<file path="src/rtl/fantasticfft_ifft8.sv">
// Iterative 8-point radix-2 DIT inverse FFT, the decode side of fantasticfft FFT8.
// Serial load into bit-reversed RAM, 12 single-butterfly cycles, natural-order unload.
module fantasticfft_ifft8 #(
    parameter int WI = 8,
    parameter int WF = 8
) (
    input  logic               clk,
    input  logic               rst,
    input  logic               in_valid,
    output logic               in_ready,
    input  logic [WI+WF-1:0]   in_re,
    input  logic [WI+WF-1:0]   in_im,
    output logic               out_valid,
    input  logic               out_ready,
    output logic [WI+WF-1:0]   out_re,
    output logic [WI+WF-1:0]   out_im,
    output logic               out_last,
    output logic               busy
);

    localparam int W = WI + WF;
    localparam int P = 2 * W;

    localparam logic [W-1:0] TwZero   = '0;
    localparam logic [W-1:0] TwOne    = W'(1 << WF);
    localparam logic [W-1:0] TwC45    = W'((181 << WF) >> 8);
    localparam logic [W-1:0] TwNegC45 = (~TwC45) + W'(1);

    typedef enum logic [1:0] {
        StLoad,
        StCompute,
        StUnload
    } state_t;

    state_t       state_q, state_d;
    logic [3:0]   cnt_q, cnt_d;
    logic [W-1:0] ram_re [8];
    logic [W-1:0] ram_im [8];
    logic [W-1:0] out_re_q, out_im_q;

    logic         in_hs, out_hs;
    logic [2:0]   load_addr;

    assign in_ready  = (state_q == StLoad);
    assign out_valid = (state_q == StUnload);
    assign out_last  = out_valid && (cnt_q == 4'd7);
    assign busy      = (state_q != StLoad);
    assign out_re    = out_re_q;
    assign out_im    = out_im_q;

    assign in_hs     = in_valid && in_ready;
    assign out_hs    = out_valid && out_ready;
    assign load_addr = {cnt_q[0], cnt_q[1], cnt_q[2]};

    // Control: one counter serves as load count, butterfly index and unload index.
    always_ff @(posedge clk or posedge rst) begin
        if (rst) begin
            state_q <= StLoad;
            cnt_q   <= '0;
        end else begin
            state_q <= state_d;
            cnt_q   <= cnt_d;
        end
    end

    always_comb begin
        state_d = state_q;
        cnt_d   = cnt_q;
        case (state_q)
            StLoad: begin
                if (in_hs) begin
                    if (cnt_q == 4'd7) begin
                        state_d = StCompute;
                        cnt_d   = '0;
                    end else begin
                        cnt_d = cnt_q + 4'd1;
                    end
                end
            end
            StCompute: begin
                if (cnt_q == 4'd11) begin
                    state_d = StUnload;
                    cnt_d   = '0;
                end else begin
                    cnt_d = cnt_q + 4'd1;
                end
            end
            StUnload: begin
                if (out_hs) begin
                    if (cnt_q == 4'd7) begin
                        state_d = StLoad;
                        cnt_d   = '0;
                    end else begin
                        cnt_d = cnt_q + 4'd1;
                    end
                end
            end
            default: begin
                state_d = StLoad;
                cnt_d   = '0;
            end
        endcase
    end

    // Butterfly addressing: stage = cnt[3:2], butterfly = cnt[1:0].
    logic [1:0] stage, bf, tw_k;
    logic [2:0] addr_a, addr_b;

    always_comb begin
        stage  = cnt_q[3:2];
        bf     = cnt_q[1:0];
        addr_a = {bf, 1'b0};
        addr_b = {bf, 1'b1};
        tw_k   = 2'd0;
        case (stage)
            2'd1: begin
                addr_a = {bf[1], 1'b0, bf[0]};
                addr_b = {bf[1], 1'b1, bf[0]};
                tw_k   = {bf[0], 1'b0};
            end
            2'd2: begin
                addr_a = {1'b0, bf};
                addr_b = {1'b1, bf};
                tw_k   = bf;
            end
            default: ;
        endcase
    end

    // Inverse twiddles exp(+j*2*pi*k/8).
    logic [W-1:0] w_re, w_im;

    always_comb begin
        w_re = TwOne;
        w_im = TwZero;
        case (tw_k)
            2'd1: begin
                w_re = TwC45;
                w_im = TwC45;
            end
            2'd2: begin
                w_re = TwZero;
                w_im = TwOne;
            end
            2'd3: begin
                w_re = TwNegC45;
                w_im = TwC45;
            end
            default: ;
        endcase
    end

    // Datapath: low P bits of a sign-extended product equal the signed product.
    logic [W-1:0] a_re, a_im, b_re, b_im;
    logic [P-1:0] b_re_x, b_im_x, w_re_x, w_im_x;
    logic [P-1:0] p_rr, p_ii, p_ri, p_ir;
    logic [P:0]   t_re_full, t_im_full;
    logic [W-1:0] t_re, t_im;
    logic [W:0]   sum_re, sum_im, dif_re, dif_im;
    logic [W-1:0] na_re, na_im, nb_re, nb_im;

    always_comb begin
        a_re   = ram_re[addr_a];
        a_im   = ram_im[addr_a];
        b_re   = ram_re[addr_b];
        b_im   = ram_im[addr_b];
        b_re_x = {{W{b_re[W-1]}}, b_re};
        b_im_x = {{W{b_im[W-1]}}, b_im};
        w_re_x = {{W{w_re[W-1]}}, w_re};
        w_im_x = {{W{w_im[W-1]}}, w_im};
        p_rr   = b_re_x * w_re_x;
        p_ii   = b_im_x * w_im_x;
        p_ri   = b_re_x * w_im_x;
        p_ir   = b_im_x * w_re_x;
        t_re_full = {p_rr[P-1], p_rr} - {p_ii[P-1], p_ii};
        t_im_full = {p_ri[P-1], p_ri} + {p_ir[P-1], p_ir};
        // Arithmetic shift right by WF then keep the low W bits.
        t_re   = W'(t_re_full >> WF);
        t_im   = W'(t_im_full >> WF);
        sum_re = {a_re[W-1], a_re} + {t_re[W-1], t_re};
        sum_im = {a_im[W-1], a_im} + {t_im[W-1], t_im};
        dif_re = {a_re[W-1], a_re} - {t_re[W-1], t_re};
        dif_im = {a_im[W-1], a_im} - {t_im[W-1], t_im};
        na_re  = W'(sum_re >> 1);
        na_im  = W'(sum_im >> 1);
        nb_re  = W'(dif_re >> 1);
        nb_im  = W'(dif_im >> 1);
    end

    // Sample RAM and registered output sample.
    always_ff @(posedge clk or posedge rst) begin
        if (rst) begin
            for (int i = 0; i < 8; i++) begin
                ram_re[i] <= '0;
                ram_im[i] <= '0;
            end
            out_re_q <= '0;
            out_im_q <= '0;
        end else begin
            case (state_q)
                StLoad: begin
                    if (in_hs) begin
                        ram_re[load_addr] <= in_re;
                        ram_im[load_addr] <= in_im;
                    end
                end
                StCompute: begin
                    ram_re[addr_a] <= na_re;
                    ram_im[addr_a] <= na_im;
                    ram_re[addr_b] <= nb_re;
                    ram_im[addr_b] <= nb_im;
                    // The last butterfly touches 3 and 7, so RAM[0] is already final.
                    if (cnt_q == 4'd11) begin
                        out_re_q <= ram_re[0];
                        out_im_q <= ram_im[0];
                    end
                end
                StUnload: begin
                    if (out_hs && (cnt_q != 4'd7)) begin
                        out_re_q <= ram_re[cnt_q[2:0] + 3'd1];
                        out_im_q <= ram_im[cnt_q[2:0] + 3'd1];
                    end
                end
                default: ;
            endcase
        end
    end

endmodule

</file>
<file path="config.mk">
export PLATFORM = sky130hd
export DESIGN_NAME = fantasticfft_ifft8
export DESIGN_NICKNAME = d
export VERILOG_FILES = /design/src/rtl/fantasticfft_ifft8.sv
export SDC_FILE = /design/constraint.sdc
export NUM_CORES = 2
export LEC_CHECK = 0
export ABC_AREA = 1
export BUFFER_PORTS_ARGS = -buffer_cell sky130_fd_sc_hd__clkbuf_2
export CAP_MARGIN = 15
export CORE_ASPECT_RATIO = 0.6
export CORE_MARGIN = 1.5
export CORE_UTILIZATION = 55
export CTS_CLUSTER_DIAMETER = 100
export CTS_CLUSTER_SIZE = 40
export DETAILED_ROUTE_END_ITERATION = 10
export PLACE_DENSITY = 0.74
export SKIP_CTS_REPAIR_TIMING = 1
export SYNTH_ARGS = -nofsm -noshare
export SYNTH_HDL_FRONTEND = slang
export SYNTH_SLANG_ARGS = --single-unit
</file>
<file path="constraint.sdc">
create_clock -name clk -period 10.43 [get_ports clk]
set_input_delay 2.086 -clock clk [delete_from_list [all_inputs] [get_ports clk]]
set_output_delay 2.086 -clock clk [all_outputs]
set_load 0.05 [all_outputs]
</file>
Word level (Yosys, flattened, before mapping)
Cells that the tools add are included.

storage, ports and cells
  bits in registers = 294
  logic and storage cells = 131
  bits of input ports = 36

operators by class
  mux-type cells = 56
  reduce and logical (&&, ||, !) cells = 16
  equality and inequality tests = 16
  multipliers = 4
  bitwise operators = 4
  add/sub/neg operators = 8
  $lt $le $gt $ge = 7

operator list
  cell                  count
  $bwmux W128           6
  $pmux W128 S2         2
  $mux W16              19
  $bmux W16 S3          6
  $mux W128             2
  $demux W16 S3         3
  $pmux W16 S2          2
  $mul A16 B10 Y24      2
  $mul A16 B16 Y24      2
  $pmux W16 S3          1
  $add A16 B16 Y17      2
  $sub A16 B16 Y17      2
  $add A24 B24 Y24      1
  $sub A24 B24 Y24      1
  $pmux W9 S2           1
  $ge A4 B4 Y1 const B  4
  $mux W4               4
  $not A3 Y4            4
  $lt A4 B1 Y1 const B  3
  $pmux W3 S2           2
  $pmux W4 S3           1
  $mux W2               5
  $ne A2 B1 Y1 const B  5
  $eq A2 B2 Y1 const B  4
  other kinds (16)      27

Logic depth before layout (Yosys ltp)
  depth after elaboration = 12
  depth in mapped cells = 61
  depth with buffers taken out = 57

Least setup slack after synthesis
OpenSTA, ideal clock, no wires.

  kind = register to register
  start = reg cnt_q[2]
  end = reg ram_im[77] in the netlist's numbering
  stages on the path, launching flop included = 54
  period minus slack after synthesis = 10786 ps
  required time = 10291 ps
  path slack = -356 ps
  arrival = 10648 ps
  path through = dfrtp_1 -> inv_1 -> ha_1 -> nand2_1 -> buf_6 -> clkbuf_1 -> buf_1 -> inv_1 -> ha_1 -> inv_1 -> clkbuf_1 -> clkbuf_1 -> clkbuf_1 -> nor2_1 -> ha_1 -> or2_2 -> ha_1 -> inv_1 -> (+18 left out) -> o21ai_1 -> xor2_1 -> ha_1 -> clkbuf_1 -> inv_1 -> o31ai_1 -> nand3_1 -> nand2_1 -> nand3_1 -> nand2_1 -> nand2_1 -> nand2_1 -> nand2_1 -> o21ai_0 -> xor2_1 -> o22ai_1 -> nand2_1 -> a22oi_1

on the way
  word-level cells in the longest chain between the ends = 12
  elaborated cells between the ends (all ways) = 48
  those cells by class = add/sub: 3; mul: 2; order compare: 6; eq/ne: 5; mux: 25; bitwise: 3; reduce/logical: 4

ends and longest elaborated chain
  element                                                      line           source
  start: declaration                                           36             logic [3:0] cnt_q, cnt_d;
  start signal: assignment                                     62             cnt_q <= cnt_d;
  $eq A2 B2 Y1 / $eq A2 B1 Y1 (equally long branches)          115            case (stage)
  $pmux W3 S2                                                  115
  $not A3 Y4 (implied by the code)                             165, 166, 211
  $bmux W16 S3, on equally long branches                       165, 166
  $mux W16, on equally long branches (2 in a row)              165, 166
  $mul A16 B10 Y24 / $mul A16 B16 Y24 (equally long branches)  173, 174
  $add A24 B24 Y24                                             176            t_im_full = {p_ri[P-1], p_ri} + {p_ir[P-1], p_ir};
  $add A16 B16 Y17                                             181            sum_im = {a_im[W-1], a_im} + {t_im[W-1], t_im};
  $bwmux W128                                                  209            ram_im[addr_a] <= na_im;
  $bwmux W128                                                  211            ram_im[addr_b] <= nb_im;
  $pmux W128 S2 (*)                                            200            case (state_q)
  end signal: indexed assignment                               204            ram_im[load_addr] <= in_im;
  end signal: indexed assignment                               209
  end signal: indexed assignment                               211
  end: declaration                                             38             logic [W-1:0] ram_im [8];

Mark *: on every way between the ends. The rest lies on a longest branch, timed or not. The select of a mux whose other input is x is not followed.
A chain may end at the register's enable or synchronous reset.

Worst setup path in the final report
  start = reg cnt_q[2]
  end = reg ram_re[61] in the netlist's numbering

on the way
  word-level cells in the longest chain between the ends = 12
  elaborated cells between the ends (all ways) = 48
  those cells by class = add/sub: 3; mul: 2; order compare: 6; eq/ne: 5; mux: 25; bitwise: 3; reduce/logical: 4

ends and longest elaborated chain
  element                                                      line           source
  $eq A2 B2 Y1 / $eq A2 B1 Y1 (equally long branches)          115
  $pmux W3 S2                                                  115
  $not A3 Y4 (implied by the code)                             165, 166, 210
  $bmux W16 S3, on equally long branches                       165, 166
  $mux W16, on equally long branches (2 in a row)              165, 166
  $mul A16 B16 Y24 / $mul A16 B10 Y24 (equally long branches)  171, 172
  $sub A24 B24 Y24                                             175            t_re_full = {p_rr[P-1], p_rr} - {p_ii[P-1], p_ii};
  $add A16 B16 Y17                                             180            sum_re = {a_re[W-1], a_re} + {t_re[W-1], t_re};
  $bwmux W128                                                  208            ram_re[addr_a] <= na_re;
  $bwmux W128                                                  210            ram_re[addr_b] <= nb_re;
  $pmux W128 S2 (*)                                            200
  end signal: indexed assignment                               203            ram_re[load_addr] <= in_re;
  end signal: indexed assignment                               208
  end signal: indexed assignment                               210
  end: declaration                                             37             logic [W-1:0] ram_re [8];

Marks and branches as above.

==> impl_results.md <==
* Fill cell count at 7390
* Placer congestion estimate at 1.052
* Final setup vio count at 0
* Detailed Route WL at 198700 um
* Wire per inst at ~28 um
* Hold EP: out_re[3]
* Met3 global-route usage at 0.2433
* First-pass GRT wire length at a little under 300000 um
* Largest cells by area after synthesis: fa_1 24%, dfrtp_1 16%, inv_1 10%
* Vias post-DR at 46536
* Final min period at 10260 ps
* Pin count of the biggest net entering global routing at roughly 160
* Synth Area in Adders at 0.3345
* Sequential share of the synthesized area at 0.1631
* Post-Synthesis Cells at 5936
* Post-synth ARST share at 1.000
* Largest area contributor in the netlist: fa_1
* RR Endpoint: ram_re[61]
* GRT Overall Usage at 0.4652
* HP Class: flip-flop to flip-flop
* Syn nets at 6859
* Design area at approximately 50000 um^2
* Worst path slowest cell: fa_1
* # diodes at 0
* Flop2flop setup slack at 170 ps
* Die height at approximately 220 um
* Post-synth EDFFs at 0
* Clk sinks at 294
* CP max stage delay at about 570 ps
* Critical Path Start Type: flip-flop
* Main combinational cell family by area after synthesis: adder cells
* Crit path kind: flip-flop to flip-flop
* Final HPWL DP at 146300 um
* Clk Tree Root Cell: clkbuf_16
* Avg Inst Size Synth at around 7.6 um^2
* Layout overhead on the synthesized area at 10.87%
* #FFs+latches synth at 294
* Clock Skews at 49.01 ps
* Initial Util at 0.5544
* Maxcap violations at 0
* FP Rows at between 80 and 90
* Worst skew pair latency at 580 ps
* Share of layout cells above drive strength 1 at 0.1262
* Hold Crit Depth at 2
* Final period util at 0.9835
* Ys flop type: dfrtp_1
* Xor/xnor share of the synthesized area at 0.02654
* Core region area at about 81000 um^2
* Worst-Margin Slew at 1324 ps
* Synth cell types at 61
* Maximum fanout along the worst path at 7
* Initial DRC Count at 8237
* Grt met2 use at 0.5803
* Vias in the first global route at 44017
* Dpl cell area at 48610 um^2
* Final Max Tran Viols at 0
* Status: complete, no violations
* HP Start: out_re[3]
* Crit path DAT at 10730 ps
* H-tree depth at 1
* CTS tree: done
* Synthesis Warnings at 0
* Count of final hold-check violations at 0
* Max Fclk at between 0.09 and 0.1 GHz
* Gr busiest metal: met1
* Die Width at 372.8 um
* Met1 Use GR at 0.6595
* Slew headroom at 0.1157
* Fin nets at roughly 7000
* Setup crit end kind: flip-flop
* Post-route ant nets at 0
* Clk pin slew, worst setup/hold paths at 190 ps
* TritonRoute pass-1 iters at 8
* Total grt overflow at 0
* Post-synth top cells: 1215 x inv_1, 767 x nand2_1, 532 x fa_1, 506 x a21oi_1, 417 x nor2_1
* Total CTS buffers at 11
* Multiplexer area fraction after synthesis at 0.001775
* Port buffer count at 71
* Cell area after synthesis at 45120 um^2
* Yosys top cell area share at 0.2361
* Reg-to-Reg Start: cnt_q[2]
* DR DRC count at 0
* Initial antenna violation count at 5
* Simple-gate share of the synthesized area at 0.1514
* Complex-gate fraction of the synthesized area at 0.1915
* Req. time, crit path at approximately 11000 ps
* Clock tree buffer depth at 3
* Vias per inst at 6.452
* Num ports at 72
* FF-to-FF path depth at 45
* DIE AREA at about 84000 um^2
* Cell with the most instances after synthesis: inv_1
## worst max-delay path: cells and delay by family (launching register included)
family                     cells  cell delay, ps
AOI/OAI and AO/OA             10            1870
xor gates and xnor gates       2             390
adders and majority gates     10            4460
buffers and inverters         14            1740
DFF                            1             430
and+or+nand+nor                9            1250
## kinds of logic after synthesis
kind of cell	count (synthesis)
DFF	294
xor gates and xnor gates	129
adders and majority gates	887
muxes	8
and+or+nand+nor	1592
buffers and inverters	1553
AOI/OAI and AO/OA	1473
## sequential cells by signal (all words and copies together), names as in the netlist
name / cells
ram_im: 128
ram_re: 128
out_im: 16
out_re: 16
cnt_q: 4
state_q: 2
## cell usage in the layout, fill, tap and decap left out, types with 8 or more instances in the layout
master / Yosys / final
a221oi_1: 16 / 11
inv_2: 24 / 34
nor3_1: 20 / 17
fa_1: 532 / 525
o221ai_1: 8 / 8
o21ai_1: 33 / 39
o21bai_1: 20 / 20
nand4_1: 33 / 33
inv_1: 1215 / 1196
o211ai_1: 39 / 39
buf_12: 1 / 13
o21ai_0: 307 / 296
o21ai_2: 4 / 9
nor2_2: 13 / 24
clkbuf_16: 0 / 11
nor2_4: 8 / 22
xnor2_1: 33 / 32
nand2_2: 24 / 46
nand2_1: 767 / 735
ha_1: 355 / 344
a21oi_1: 506 / 498
a22oi_1: 201 / 199
nand2_4: 5 / 13
buf_4: 5 / 392
or4_1: 27 / 21
xor2_2: 4 / 8
nand3_1: 238 / 228
a21oi_2: 1 / 8
nor2_1: 417 / 392
o22ai_1: 300 / 298
dfrtp_1: 294 / 293
nand3_2: 10 / 20
buf_6: 5 / 8
clkbuf_2: 0 / 71
xor2_1: 90 / 86
or2_2: 14 / 14
## layout make-up
cell class / instances / area [um^2] / area share
tap: 1079 / 1350 / 0.02699
multi-input combinational: 4090 / 32550 / 0.6507
inverter: 1247 / 4723 / 0.09443
clock inverter: 2 / 32.53 / 0.0006504
clock buffer: 12 / 279.0 / 0.005578
timing repair buffer: 488 / 3721 / 0.07439
timing repair inverter: 1 / 5.005 / 0.0001001
sequential: 294 / 7361 / 0.1472
## metal layers
layer,vias to the layer above,share of wire
li1,19612,-
met1,21981,0.39
met2,4060,0.35
met3,875,0.20
met4,8,0.056
met5,-,0.00037
## worst max path at each step
stage	start	to	slack [ps]
5_1_grt	cnt_q[2]	ram_im[45]	-110
4_1_cts	cnt_q[3]	ram_im[125]	-430
6_report	cnt_q[2]	ram_re[61]	170
3_5_place_dp	cnt_q[3]	ram_im[125]	-410
3_3_place_gp	cnt_q[3]	ram_im[95]	-270
2_1_floorplan	cnt_q[2]	ram_re[29]	20
## per-stage QoR
step	cells	hold slack, ps	utilization	setup TNS [ps]	setup slack (ps)
after floorplan	5936	485.7	-	0	24.80
after global routing	7213	570.1	0.6146	-1404	-108.2
after detailed placement	7152	527.9	0.5973	-7651	-407.0
final	7213	550.5	0.6146	0	172.0
after global placement	7152	515.3	0.5973	-3090	-266.1
after CTS	7166	551.2	0.6011	-11140	-427.4
Power is not shown: default switching activity piles up to over one toggle a cycle in this logic, so the estimate is an artifact.
